## src/rtl/cpu_pkg.sv

```systemverilog
// Shared CPU definitions: PC source encodings, opcode constants and fetch states.
// Imported by the fetch unit and its next-PC selector.
package cpu_pkg;

   localparam int OP_W = 4;

   typedef enum logic [1:0] {
      FONTE_ULA    = 2'b00,
      FONTE_ULAOUT = 2'b01,
      FONTE_JMP    = 2'b10,
      FONTE_RSVD   = 2'b11
   } fonte_e;

   localparam logic [OP_W-1:0] OP_JMP = 4'b1011;
   localparam logic [OP_W-1:0] OP_BEQ = 4'b1100;

   typedef enum logic [1:0] {
      ST_REQ   = 2'b00,
      ST_WAIT  = 2'b01,
      ST_READY = 2'b10
   } fetch_state_e;

   // Reload value so that the 15th WAIT cycle without Ack sees terminal count 0.
   localparam logic [3:0] WAIT_TC_LOAD = 4'd14;

   function automatic logic [OP_W-1:0] get_opcode(input logic [OP_W-1:0] top_bits);
      return top_bits;
   endfunction

endpackage

```

## src/rtl/fetch_unit_if.sv

```systemverilog
// Control and instruction-memory signals of the fetch unit.
// master = fetch unit side, slave = control/memory environment side.
interface fetch_unit_if #(
   parameter int PC_W    = 8,
   parameter int INSTR_W = 16
);
   logic               EscCP;
   logic               EscCondCP;
   logic [1:0]         FonteCP;
   logic               Zero;
   logic [PC_W-1:0]    ULA_Res;
   logic [PC_W-1:0]    ULA_Out;
   logic               IMem_Ack;
   logic [INSTR_W-1:0] IMem_Data;
   logic               IMem_Req;
   logic [PC_W-1:0]    IMem_Addr;
   logic [PC_W-1:0]    PC;
   logic [INSTR_W-1:0] Instr;
   logic [3:0]         CodOP;
   logic               InstrValid;
`ifdef FETCH_TIMEOUT_EN
   logic               Fetch_Err;
`endif

   modport master (
      input  EscCP, EscCondCP, FonteCP, Zero, ULA_Res, ULA_Out,
      input  IMem_Ack, IMem_Data,
      output IMem_Req, IMem_Addr, PC, Instr, CodOP, InstrValid
`ifdef FETCH_TIMEOUT_EN
      , output Fetch_Err
`endif
   );

   modport slave (
      output EscCP, EscCondCP, FonteCP, Zero, ULA_Res, ULA_Out,
      output IMem_Ack, IMem_Data,
      input  IMem_Req, IMem_Addr, PC, Instr, CodOP, InstrValid
`ifdef FETCH_TIMEOUT_EN
      , input Fetch_Err
`endif
   );

endinterface

```

## src/rtl/fetch_unit_pc_next_sel.sv

```systemverilog
// Next-PC source mux and PC write-enable decode for the fetch unit.
// The reserved source select suppresses the write so the PC holds without a refetch.
module pc_next_sel
   import cpu_pkg::*;
#(
   parameter int PC_W = 8
) (
   input  logic            i_ready,
   input  logic            i_esc_cp,
   input  logic            i_esc_cond_cp,
   input  logic            i_zero,
   input  logic [1:0]      i_fonte,
   input  logic [PC_W-1:0] i_ula_res,
   input  logic [PC_W-1:0] i_ula_out,
   input  logic [PC_W-1:0] i_jmp_field,
   input  logic [PC_W-1:0] i_pc,
   output logic            o_pc_we,
   output logic [PC_W-1:0] o_pc_next
);

   logic w_wr_req;
   logic w_src_ok;

   // EscCP dominates, so Zero only matters for a purely conditional write.
   assign w_wr_req = i_esc_cp | (i_esc_cond_cp & i_zero);

   always_comb begin
      o_pc_next = i_pc;
      w_src_ok  = 1'b1;
      case (fonte_e'(i_fonte))
         FONTE_ULA:    o_pc_next = i_ula_res;
         FONTE_ULAOUT: o_pc_next = i_ula_out;
         FONTE_JMP:    o_pc_next = i_jmp_field;
         default:      w_src_ok  = 1'b0;
      endcase
   end

   assign o_pc_we = i_ready & w_wr_req & w_src_ok;

endmodule

```

## src/rtl/fetch_unit.sv

```systemverilog
// Instruction fetch unit: PC register, instruction register and REQ/WAIT/READY fetch FSM.
// Define FETCH_TIMEOUT_EN to add a WAIT timeout counter and sticky Fetch_Err output.
//
// state    | meaning
// ST_REQ   | request issued, moving to WAIT
// ST_WAIT  | request held until IMem_Ack loads Instr
// ST_READY | Instr valid for PC, waiting for a PC write
module fetch_unit
   import cpu_pkg::*;
#(
   parameter int PC_W    = 8,
   parameter int INSTR_W = 16
) (
   input  logic         CLK,
   input  logic         RST_N,
   fetch_unit_if.master bus
);

   fetch_state_e       r_state;
   logic [PC_W-1:0]    r_pc;
   logic [INSTR_W-1:0] r_instr;
   logic               r_req;
   logic               r_valid;
`ifdef FETCH_TIMEOUT_EN
   logic [3:0]         r_wait_cnt;
   logic               r_fetch_err;
`endif

   logic               w_pc_we;
   logic [PC_W-1:0]    w_pc_next;
   logic [PC_W-1:0]    w_jmp_field;
   logic               w_ready;

   assign w_jmp_field = r_instr[PC_W-1:0];
   assign w_ready     = (r_state == ST_READY);

   pc_next_sel #(
      .PC_W (PC_W)
   ) u_pc_next_sel (
      .i_ready       (w_ready),
      .i_esc_cp      (bus.EscCP),
      .i_esc_cond_cp (bus.EscCondCP),
      .i_zero        (bus.Zero),
      .i_fonte       (bus.FonteCP),
      .i_ula_res     (bus.ULA_Res),
      .i_ula_out     (bus.ULA_Out),
      .i_jmp_field   (w_jmp_field),
      .i_pc          (r_pc),
      .o_pc_we       (w_pc_we),
      .o_pc_next     (w_pc_next)
   );

   always_ff @(posedge CLK) begin
      if (!RST_N) begin
         r_state     <= ST_REQ;
         r_pc        <= '0;
         r_instr     <= '0;
         r_req       <= 1'b0;
         r_valid     <= 1'b0;
`ifdef FETCH_TIMEOUT_EN
         r_wait_cnt  <= WAIT_TC_LOAD;
         r_fetch_err <= 1'b0;
`endif
      end else begin
         case (r_state)
            ST_REQ: begin
               r_req   <= 1'b1;
               r_state <= ST_WAIT;
`ifdef FETCH_TIMEOUT_EN
               r_wait_cnt <= WAIT_TC_LOAD;
`endif
            end
            ST_WAIT: begin
               if (bus.IMem_Ack) begin
                  r_instr <= bus.IMem_Data;
                  r_req   <= 1'b0;
                  r_valid <= 1'b1;
                  r_state <= ST_READY;
               end
`ifdef FETCH_TIMEOUT_EN
               // Timeout keeps the request line high and re-enters REQ to re-issue it.
               else if (r_wait_cnt == 4'd0) begin
                  r_fetch_err <= 1'b1;
                  r_state     <= ST_REQ;
               end else begin
                  r_wait_cnt <= r_wait_cnt - 4'd1;
               end
`endif
            end
            ST_READY: begin
               if (w_pc_we) begin
                  r_pc    <= w_pc_next;
                  r_req   <= 1'b1;
                  r_valid <= 1'b0;
                  r_state <= ST_REQ;
               end
            end
            default: begin
               r_req   <= 1'b0;
               r_valid <= 1'b0;
               r_state <= ST_REQ;
            end
         endcase
      end
   end

   assign bus.PC         = r_pc;
   assign bus.IMem_Addr  = r_pc;
   assign bus.IMem_Req   = r_req;
   assign bus.Instr      = r_instr;
   assign bus.CodOP      = get_opcode(r_instr[INSTR_W-1 -: OP_W]);
   assign bus.InstrValid = r_valid;
`ifdef FETCH_TIMEOUT_EN
   assign bus.Fetch_Err  = r_fetch_err;
`endif

endmodule

```

## src/flat_wrapper.sv

```systemverilog
// flat-port wrapper written by rule: the top's interface ports become plain ports
module fetch_unit_flat import cpu_pkg::*;
#(
   parameter int PC_W    = 8,
   parameter int INSTR_W = 16
)
  (CLK, RST_N, bus_EscCP, bus_EscCondCP, bus_FonteCP, bus_Zero, bus_ULA_Res, bus_ULA_Out, bus_IMem_Ack, bus_IMem_Data, bus_IMem_Req, bus_IMem_Addr, bus_PC, bus_Instr, bus_CodOP, bus_InstrValid);
  fetch_unit_if #(.PC_W(PC_W), .INSTR_W(INSTR_W)) bus_i ();
  input  logic CLK;
  input  logic RST_N;
  input wire logic [$bits(bus_i.EscCP)-1:0] bus_EscCP;
  input wire logic [$bits(bus_i.EscCondCP)-1:0] bus_EscCondCP;
  input wire logic [$bits(bus_i.FonteCP)-1:0] bus_FonteCP;
  input wire logic [$bits(bus_i.Zero)-1:0] bus_Zero;
  input wire logic [$bits(bus_i.ULA_Res)-1:0] bus_ULA_Res;
  input wire logic [$bits(bus_i.ULA_Out)-1:0] bus_ULA_Out;
  input wire logic [$bits(bus_i.IMem_Ack)-1:0] bus_IMem_Ack;
  input wire logic [$bits(bus_i.IMem_Data)-1:0] bus_IMem_Data;
  output wire logic [$bits(bus_i.IMem_Req)-1:0] bus_IMem_Req;
  output wire logic [$bits(bus_i.IMem_Addr)-1:0] bus_IMem_Addr;
  output wire logic [$bits(bus_i.PC)-1:0] bus_PC;
  output wire logic [$bits(bus_i.Instr)-1:0] bus_Instr;
  output wire logic [$bits(bus_i.CodOP)-1:0] bus_CodOP;
  output wire logic [$bits(bus_i.InstrValid)-1:0] bus_InstrValid;
  assign bus_i.EscCP = bus_EscCP;
  assign bus_i.EscCondCP = bus_EscCondCP;
  assign bus_i.FonteCP = bus_FonteCP;
  assign bus_i.Zero = bus_Zero;
  assign bus_i.ULA_Res = bus_ULA_Res;
  assign bus_i.ULA_Out = bus_ULA_Out;
  assign bus_i.IMem_Ack = bus_IMem_Ack;
  assign bus_i.IMem_Data = bus_IMem_Data;
  assign bus_IMem_Req = bus_i.IMem_Req;
  assign bus_IMem_Addr = bus_i.IMem_Addr;
  assign bus_PC = bus_i.PC;
  assign bus_Instr = bus_i.Instr;
  assign bus_CodOP = bus_i.CodOP;
  assign bus_InstrValid = bus_i.InstrValid;
  fetch_unit #(.PC_W(PC_W), .INSTR_W(INSTR_W)) u_core (.CLK(CLK), .RST_N(RST_N), .bus(bus_i));
endmodule
```

## config.mk

```make
export PLATFORM = sky130hd
export DESIGN_NAME = fetch_unit_flat
export DESIGN_NICKNAME = d
export VERILOG_FILES = /design/src/rtl/cpu_pkg.sv /design/src/rtl/fetch_unit_if.sv /design/src/rtl/fetch_unit_pc_next_sel.sv /design/src/rtl/fetch_unit.sv /design/src/flat_wrapper.sv
export SDC_FILE = /design/constraint.sdc
export NUM_CORES = 1
export LEC_CHECK = 0
export BUFFER_PORTS_ARGS = -buffer_cell sky130_fd_sc_hd__buf_4
export CAP_MARGIN = 20
export CORE_ASPECT_RATIO = 0.8
export CORE_UTILIZATION = 44
export DETAILED_ROUTE_END_ITERATION = 10
export GPL_TIMING_DRIVEN = 0
export PLACE_DENSITY_LB_ADDON = 0.1
export SLEW_MARGIN = 20
export SYNTH_ARGS = -nofsm -noshare
export SYNTH_HDL_FRONTEND = slang
export SYNTH_HIERARCHICAL = 1
export SYNTH_SLANG_ARGS = --single-unit
```

## constraint.sdc

```tcl
create_clock -name CLK -period 1.8 [get_ports CLK]
set_input_delay 0 -clock CLK [delete_from_list [all_inputs] [get_ports CLK]]
set_output_delay 0 -clock CLK [all_outputs]
set_load 0.05 [all_outputs]
```

==> impl_metrics.tcl <==
set metrics [dict create \
    status "completed" \
    setup_tns_ns 0 \
    pre_cts_ws_ns 0.0250 \
    worstPathArrival_ns 1.88 \
    drtPass1Iterations 4 \
    cts.sinks 28 \
    dieArea_mm2 0.00351 \
    r2r_slack_ns 0.13 \
    synth_cell_types 21 \
    place_congestion 0.712 \
    synthToLayoutAreaGrowth_pct 58.6 \
    worst_r2r_endpoint "u_core/bus.IMem_Addr[2]$_SDFFE_PN0P_" \
    tritoncts "built" \
    ys_seq_elements 28 \
    placement_rows 18 \
    io_buffer_count 74 \
    ys_warn_count 6 \
    skew_ns 0.0105 \
    clk_latency_ns 0.28 \
    r2r_cells 6 \
    grt_max_degree 17 \
    gr-total-overflow 0 \
    initial_core_util 0.464 \
    ir_drop_v 0.000557 \
    wl_per_cell_um 14.0 \
    hold_violations 0 \
    final_cell_mix "buf_4 (86), nand2_1 (48), dfxtp_1 (28), mux2i_1 (24), dlygate4sd3_1 (16)" \
    die_w_um 66.0 \
    power.density_mw_per_mm2 681 \
    cp_max_fo 8 \
    synthesis.nets 188 \
    path_clk_slew_ns 0.10 \
    antenna_found_initial 0 \
    rsz0062_at_grt "false" \
    r2r_start "u_core/r_state[1]$_SDFFE_PN0P_" \
    netlist_instances 148 \
    fmax_ghz 0.600 \
    cap_violations 0 \
    core_area_mm2 0.00311 \
    avgViaCountPerCell 4.93 \
    fillers 248 \
    crit_type "flip-flop to flip-flop" \
    gr-usage-all-layers 0.222 \
    grt_pass1_vias 1262 \
    die_h_um 53.2 \
    drive_gt1_frac 0.438 \
    crit_start "u_core/r_state[1]$_SDFFE_PN0P_" \
    slew_headroom 0.647 \
    dr.first_iter.drc_count 37 \
    hold_path_class "input pin to flip-flop" \
    slew_viol_final 0 \
    antenna_cells 0 \
    totalWireLength_um 3940 \
    post-route-period-util 0.926 \
    crit_required_ns 2.01 \
    place_hpwl_um 2790 \
    vias 1389 \
    start_kind "flip-flop" \
    grt_pass1_wl_um 5790 \
    drc 0 \
    clockBufferDepth 2 \
    cts_root_buf "clkbuf_8" \
    nets 283 \
    endpoint "u_core/bus.IMem_Addr[2]$_SDFFE_PN0P_" \
    cts-htree-levels 1 \
    cts_buffers 3 \
    period_needed_ns 1.67 \
    finalSetupViolCount 0 \
    io-pin-count 78 \
    ant_nets 0 \
    max_slew.worst_pin.slew_ns 0.530 \
    cp-end-kind "flip-flop" \
    stdcell_count 282 \
    seq_area_frac_synth 0.389 \
    p_leak_nw 1.04 \
    synth_area_per_cell_um2 9.74 \
    numPlacedInstances 262 \
    layout_commonest_cell "buf_4" \
    postLayoutSetupSlackWorst_ns 0.134 \
    synth_area_mm2 0.00144 \
]
what timing repair did:
item | CTS | global route
gates resized for setup | 1 | 1
setup buffers | 0 | 0
hold endpoints to repair | 16 | 0
hold buffers | 16 | 0
setup endpoints to repair | 8 | 7
final cells by class:
cell class	count	area, µm²	area share
plain buffers	23	169	0.0739
clock buffers	3	41.3	0.0181
clock inverters	1	30.0	0.0131
inverters	3	11.3	0.00493
multi-input cells	94	708	0.310
flip-flops and latches	28	561	0.245
well taps	40	50.0	0.0219
repair buffers	90	716	0.313
worst min path at each step:
stage                     startpoint                                to  cells after the start
finish                         RST_N    u_core/r_state[0]$_SDFFE_PN0P_                      3
global route        bus_IMem_Data[9]  u_core/bus.Instr[9]$_SDFFE_PN0P_                      3
CTS                 bus_IMem_Data[9]  u_core/bus.Instr[9]$_SDFFE_PN0P_                      3
detailed placement      bus_IMem_Ack    u_core/r_state[0]$_SDFFE_PN0P_                      2
global placement        bus_IMem_Ack    u_core/r_state[0]$_SDFFE_PN0P_                      2
floorplan               bus_IMem_Ack    u_core/r_state[0]$_SDFFE_PN0P_                      1
routing by layer:
| metal | wire (µm) | track usage | share of wire |
|---|---|---|---|
| met4 | 13 | 0.0213 | 0.0033 |
| met3 | 238 | 0.0388 | 0.060 |
| met2 | 2060 | 0.451 | 0.52 |
| met5 | 0 | 0 | 0 |
| met1 | 1620 | 0.249 | 0.41 |
registers in the layout (all words and copies together) (netlist names):
register,flops
u_core/r_state,2
u_core/bus.IMem_Req,1
u_core/bus.Instr,16
u_core/bus.IMem_Addr,8
u_core/bus.InstrValid,1
kinds of logic (layout without fill, tap and decap cells):
group	count (synthesis)	after routing	synth area share
muxes	32	32	0.292
and+or+nand+nor	54	54	0.156
buffers and inverters	26	120	0.123
DFF	28	28	0.389
AOI/OAI and AO/OA	8	8	0.0399
Yosys cell counts:
master / count / area [µm²]
a2111oi_0: 1 / 8.76
a211oi_1: 2 / 15.0
a21oi_1: 1 / 5.00
a22o_1: 1 / 8.76
and2_1: 1 / 6.26
and3b_1: 2 / 17.5
buf_12: 1 / 20.0
buf_2: 3 / 15.0
buf_4: 12 / 90.1
buf_6: 2 / 22.5
clkbuf_1: 5 / 18.8
dfxtp_1: 28 / 561
inv_1: 2 / 7.51
inv_2: 1 / 3.75
mux2i_1: 24 / 240
mux4_2: 8 / 180
nand2_1: 48 / 180
nor2b_1: 1 / 6.26
nor3b_1: 2 / 15.0
o21a_1: 2 / 15.0
o21ai_0: 1 / 5.00
metrics by stage:
step           total power, mW  hold WS, ns  utilization  cell area (µm²)
2_1_floorplan            0.906       0.0971            -             1440
3_5_place_dp              1.04        0.208        0.659             2050
3_3_place_gp              1.03        0.202        0.659             2050
5_1_grt                   1.61       0.0102        0.736             2290
6_report                  1.56      0.00506        0.736             2290
4_1_cts                   1.56      0.00209        0.735             2280
worst max-delay path, stage by stage (launching register included):
cell,delay [ns]
dfxtp_1,0.44
nor2b_1,0.16
inv_1,0.05
a211oi_2,0.31
and3b_1,0.20
clkbuf_4,0.23
mux2i_1,0.22
where the power goes:
group          internal [mW]  switching (mW)  leakage [nW]  total, mW
Sequential             0.647          0.0236         0.228      0.670
Clock                  0.298           0.206        0.0357      0.504
Combinational          0.184           0.199         0.778      0.383
Total                   1.13           0.429          1.04       1.56
Power figures use the tool's default switching activity.
